File: src/rtl/post_hash_job_arbiter.sv
// Round-robin job arbiter for the post-hash PE scheduler input.
// A grant is held from job start to req_last; issue is throttled by an outstanding-beat credit count.
module post_hash_job_arbiter #(
    parameter int NUM_REQ         = 4,
    parameter int PAYLOAD_W       = 64,
    parameter int MAX_OUTSTANDING = 8,
    parameter int SRC_W           = (NUM_REQ > 2) ? $clog2(NUM_REQ) : 1,
    localparam int CNT_W          = $clog2(MAX_OUTSTANDING + 1)
) (
    input  logic                         clk,
    input  logic                         rst_n,
    input  logic [CNT_W-1:0]             cfg_max_outstanding,
    input  logic [NUM_REQ-1:0]           req_valid,
    input  logic [NUM_REQ-1:0]           req_last,
    input  logic [NUM_REQ*PAYLOAD_W-1:0] req_payload,
    output logic [NUM_REQ-1:0]           req_ready,
    output logic                         out_valid,
    output logic                         out_last,
    output logic [SRC_W-1:0]             out_src,
    output logic [PAYLOAD_W-1:0]         out_payload,
    input  logic                         out_ready,
    input  logic                         ret_valid,
    output logic                         busy,
    output logic [CNT_W-1:0]             outstanding,
    output logic                         err_underflow
);

    typedef enum logic {IDLE, LOCKED} state_t;

    localparam logic [CNT_W-1:0] MAX_CNT = CNT_W'(MAX_OUTSTANDING);
    localparam int unsigned      NREQ_U  = NUM_REQ;

    state_t               state, state_nxt;
    logic [SRC_W-1:0]     rr_ptr, owner, win, win_plus1;
    logic                 any_valid;
    logic [CNT_W-1:0]     lim;
    logic                 credit_ok, slot_free, issue_ok, accept;
    logic                 owner_valid, owner_last;
    logic [PAYLOAD_W-1:0] owner_payload;

    always_comb begin
        if (cfg_max_outstanding == '0 || cfg_max_outstanding > MAX_CNT)
            lim = MAX_CNT;
        else
            lim = cfg_max_outstanding;
    end

    assign credit_ok = (outstanding < lim);
    assign slot_free = !out_valid || out_ready;
    assign issue_ok  = slot_free && credit_ok;

    // Priority scan starting at rr_ptr; the first hit in scan order wins.
    always_comb begin
        win       = '0;
        any_valid = 1'b0;
        for (int unsigned k = 0; k < NREQ_U; k++) begin
            for (int unsigned i = 0; i < NREQ_U; i++) begin
                if (!any_valid && req_valid[i] && i == (k + 32'(rr_ptr)) % NREQ_U) begin
                    any_valid = 1'b1;
                    win       = SRC_W'(i);
                end
            end
        end
    end

    assign win_plus1 = (win == SRC_W'(NUM_REQ - 1)) ? '0 : win + 1'b1;

    always_comb begin
        owner_valid   = 1'b0;
        owner_last    = 1'b0;
        owner_payload = '0;
        for (int unsigned i = 0; i < NREQ_U; i++) begin
            if (owner == SRC_W'(i)) begin
                owner_valid   = req_valid[i];
                owner_last    = req_last[i];
                owner_payload = req_payload[i*PAYLOAD_W +: PAYLOAD_W];
            end
        end
    end

    assign accept = (state == LOCKED) && owner_valid && issue_ok;

    always_ff @(posedge clk or negedge rst_n) begin
        if (!rst_n) begin
            state  <= IDLE;
            owner  <= '0;
            rr_ptr <= '0;
        end else begin
            state <= state_nxt;
            if (state == IDLE && any_valid) begin
                owner  <= win;
                rr_ptr <= win_plus1;
            end
        end
    end

    always_comb begin
        state_nxt = state;
        case (state)
            IDLE:    if (any_valid) state_nxt = LOCKED;
            LOCKED:  if (accept && owner_last) state_nxt = IDLE;
            default: state_nxt = IDLE;
        endcase
    end

    always_comb begin
        req_ready = '0;
        busy      = (state == LOCKED);
        if (state == LOCKED) begin
            for (int unsigned i = 0; i < NREQ_U; i++) begin
                if (owner == SRC_W'(i)) req_ready[i] = issue_ok;
            end
        end
    end

    always_ff @(posedge clk or negedge rst_n) begin
        if (!rst_n) begin
            out_valid   <= 1'b0;
            out_last    <= 1'b0;
            out_src     <= '0;
            out_payload <= '0;
        end else if (accept) begin
            out_valid   <= 1'b1;
            out_last    <= owner_last;
            out_src     <= owner;
            out_payload <= owner_payload;
        end else if (out_ready) begin
            out_valid <= 1'b0;
        end
    end

    // A return with nothing in flight is flagged, not counted; accept+return nets to zero.
    always_ff @(posedge clk or negedge rst_n) begin
        if (!rst_n) begin
            outstanding   <= '0;
            err_underflow <= 1'b0;
        end else begin
            case ({accept, ret_valid})
                2'b10: outstanding <= outstanding + 1'b1;
                2'b01: begin
                    if (outstanding == '0) err_underflow <= 1'b1;
                    else                   outstanding   <= outstanding - 1'b1;
                end
                default: outstanding <= outstanding;
            endcase
        end
    end

endmodule

File: config.mk
export PLATFORM = sky130hd
export DESIGN_NAME = post_hash_job_arbiter
export DESIGN_NICKNAME = d
export VERILOG_FILES = /design/src/rtl/post_hash_job_arbiter.sv
export SDC_FILE = /design/constraint.sdc
export NUM_CORES = 1
export LEC_CHECK = 0
export CORE_AREA = 3 3 135 137
export CTS_BUF_LIST = sky130_fd_sc_hd__clkbuf_8 sky130_fd_sc_hd__clkbuf_16
export DETAILED_ROUTE_END_ITERATION = 10
export DIE_AREA = 0 0 138 140
export PLACE_DENSITY = 0.79
export SYNTH_ARGS = -nofsm -noshare
export SYNTH_HDL_FRONTEND = slang
export SYNTH_SLANG_ARGS = --single-unit
File: constraint.sdc
create_clock -name clk -period 2.6 [get_ports clk]
set_clock_uncertainty 0.05 [all_clocks]
set_input_delay 0.26 -clock clk [delete_from_list [all_inputs] [get_ports clk]]
set_output_delay 0.26 -clock clk [all_outputs]
set_load 0.005 [all_outputs]
==> flow_metrics.py <==
metrics = {
    "sta": {
        "setup_viol": 0,
        "finalHoldViolations": 0,
        "finalCritPeriodShare": 0.9893,
        "grt_setup_unrepaired": "true",
        "tightest_slew_ns": 0.9633,
        "period_needed_ns": 2.572,
        "finalMaxSlewViolations": 0,
        "setup_tns_ns": 0,
        "maxSlewHeadroom": 0.3578,
        "timing.fmax_mhz": 388.8,
    },
    "synthesis": {
        "avgSynthCellArea_um2": 15.67,
        "yosys.area.top_type_share": 0.4032,
        "synth.top_cells.by_area": "dfrtp_1, mux4_2, mux2_2, mux2_1, ha_1",
        "ys.flop_type": "dfrtp_1",
        "synth_seq_cells": 78,
        "ys_warn_count": 0,
        "async_reset_ff_frac": 1.000,
        "synth_fp_nets": 587,
        "syn-cell-area_um2": 4841,
        "netlist_instances": 309,
        "synth_cell_types": 38,
        "seq_area_frac_synth": 0.4032,
        "synth_edf_count": 0,
        "yosys.area.top_type": "dfrtp_1",
    },
    "clock_tree": {
        "cts_tree": "yes",
        "clockBufferDepth": 2,
        "ctsRootBufferMaster": "clkbuf_16",
        "htree_num_levels": 3,
        "clock_sinks": 78,
        "clk_pin_slew_ns": 0.06,
        "clock_latency_ns": 0.34,
        "cts_buffers": 9,
    },
    "floorplan": {
        "io_pins": 350,
        "core_area_um2": 17180,
        "fp.dieArea_um2": 19320,
        "start_util": 0.2818,
        "die_w_um": 138,
        "rows": 48,
        "die_h_um": 140,
    },
    "setup_path": {
        "worstSetupPathType": "reg -> reg",
        "rrSetupSlack_ns": 0.03,
        "rr_endpoint": "outstanding[3]",
        "end_kind": "register",
        "r2r_cells": 13,
        "critical_path_required_ns": 2.81,
        "cp_max_fo": 3,
        "startpoint_type": "register",
        "worst_ep_arrival_time_ns": 2.78,
        "reg2reg_from": "outstanding[1]",
    },
    "placement": {
        "port_buffers": 349,
        "hpwl_um": 14890,
        "gp_congestion": 0.9651,
        "place_inst": 876,
        "place_area_um2": 8656,
    },
    "drt": {
        "drt-initial-drc-count": 164,
        "post-route-drc-count": 0,
        "via_per_inst": 4.997,
        "dr.pass1.iters": 4,
        "drt_wl_total_um": 18860,
        "vias": 4492,
        "final_antenna_net_count": 0,
        "avgRoutedWirePerCell_um": 20.98,
    },
    "power": {
        "peakVddDrop_mv": 0.9415,
        "p_leak_nw": 3.539,
        "sequentialPowerShare": 0.244,
        "power.density_nw_per_um2": 1009,
        "intPower_mw": 6.250,
        "p_sw_frac": 0.3210,
        "p_switching_mw": 2.955,
        "pwr-share-comb": 0.607,
        "clock_power_share": 0.149,
    },
    "worst_hold_path": {
        "hp-class": "in -> async",
    },
    "layout": {
        "fin_area_um2": 9119,
        "post_route_cells_drive_above_1_share": 0.2700,
        "final.fill_count": 1461,
        "final_common_cell": "clkdlybuf4s50_1",
        "syn_to_final_growth_pct": 88.37,
        "stdcell_count": 899,
        "final_cell_mix": "clkdlybuf4s50_1, dfrtp_1, mux4_2",
        "antenna_cells": 0,
        "nets": 947,
    },
    "global_route": {
        "grt_pass1_wl_um": 28860,
        "grt_max_degree": 72,
        "grt_pass1_vias": 4941,
        "grt_antenna_before_repair": 0,
        "gr-total-overflow": 0,
        "track_usage": 0.1913,
    },
    "status": {
        "outcome": "finished clean",
    },
    "flow_run": {
        "cap_violations": 0,
    },
}
[sequential cells by signal, indices dropped and copies added (netlist names)]
register	flops
out_valid	1
out_src	2
err_underflow	1
rr_ptr	2
busy	1
owner	2
out_last	1
outstanding	4
out_payload	64
[logic make-up after synthesis]
group / synth area share
xor+xnor: 0.005429
compound gates: 0.02714
mux: 0.4776
buf+inv: 0.03386
flops: 0.4032
fa+ha+maj: 0.01706
simple gates: 0.03567
[metrics by stage]
stage          utilization  worst slack, ns  hold slack [ns]  total power [mW]
4_1_cts             0.5259         -0.02997           0.4234             9.243
6_report            0.5309          0.02779           0.4027             9.205
2_1_floorplan            -          0.01074         -0.08559             5.279
3_3_place_gp        0.5039          -0.3265           0.2252             7.573
3_5_place_dp        0.5039          -0.4307           0.2383             7.746
5_1_grt             0.5309         -0.08964           0.4327             9.821
[cell type report]
| type | count | area [um2] | share of cell area |
|---|---|---|---|
| clock buffers | 10 | 239.0 | 0.02621 |
| clock inverters | 6 | 86.33 | 0.009468 |
| inverters | 6 | 22.52 | 0.002470 |
| multi-input cells | 200 | 2818 | 0.3090 |
| flip-flops and latches | 78 | 1957 | 0.2146 |
| well taps | 225 | 281.5 | 0.03087 |
| repair buffers | 374 | 3715 | 0.4074 |
[synthesized netlist by cell type, types with 2 or more instances]
cell       n
mux2_2    60
nand2_1    8
dfrtp_1   78
nor3b_1    2
nand3b_1   2
buf_1      4
a21oi_1    5
nand2b_1   4
buf_2      5
mux2i_1    6
inv_1      6
o21ai_0    4
a21o_1     2
xnor2_1    3
buf_6      5
o21bai_1   2
and3_1     2
clkbuf_1  10
mux4_2    66
nor2_1     5
mux2_1     8
ha_1       5
a211oi_1   2
[worst max-delay path by stage]
| stage | slack [ns] | cells after the start | from | endpoint |
|---|---|---|---|---|
| after global placement | -0.33 | 13 | cfg_max_outstanding[3] | outstanding[2] |
| after CTS | -0.03 | 8 | cfg_max_outstanding[0] | req_ready[1] |
| after detailed placement | -0.43 | 13 | cfg_max_outstanding[3] | outstanding[2] |
| after global routing | -0.09 | 13 | outstanding[1] | outstanding[3] |
| after floorplan | 0.01 | 13 | outstanding[1] | outstanding[3] |
| final | 0.03 | 13 | outstanding[1] | outstanding[3] |
[worst max-delay path, stage by stage, from the launching register on]
cell and delay, ns:
dfrtp_1 0.41, ha_4 0.19, nor4b_4 0.26, o21bai_2 0.13, buf_4 0.16, a21oi_4 0.12, nand2b_4 0.15, inv_2 0.05
ha_4 0.20, a21o_1 0.16, a21oi_2 0.18, and3_1 0.19, mux2i_1 0.08, o2bb2ai_1 0.17
[what timing repair did]
item,in CTS,in global routing
setup buffers,3,3
setup endpoints to repair,6,4
gates resized for setup,12,12
hold buffers,1,0
hold endpoints to repair,37,0
pin swaps,4,12
[layer usage]
metal / share of wire / vias up / wire [um] / track usage
met1: 0.38 / 2274 / 7113 / 0.2262
met2: 0.53 / 228 / 10050 / 0.3433
met3: 0.062 / 38 / 1165 / 0.04985
met4: 0.028 / 0 / 527 / 0.05616
met5: 0 / - / 0 / 0
li1: - / 1952 / - / -
[power by group through the flow]
stage | clock network, mW | logic [mW] | registers (mW)
finish | 1.37 | 5.59 | 2.25
global route | 1.48 | 6.00 | 2.34
CTS | 1.42 | 5.57 | 2.26
detailed placement | 0 | 5.47 | 2.27
global placement | 0 | 5.34 | 2.24
floorplan | 0 | 3.02 | 2.25
(Power assumes the default switching activity.)
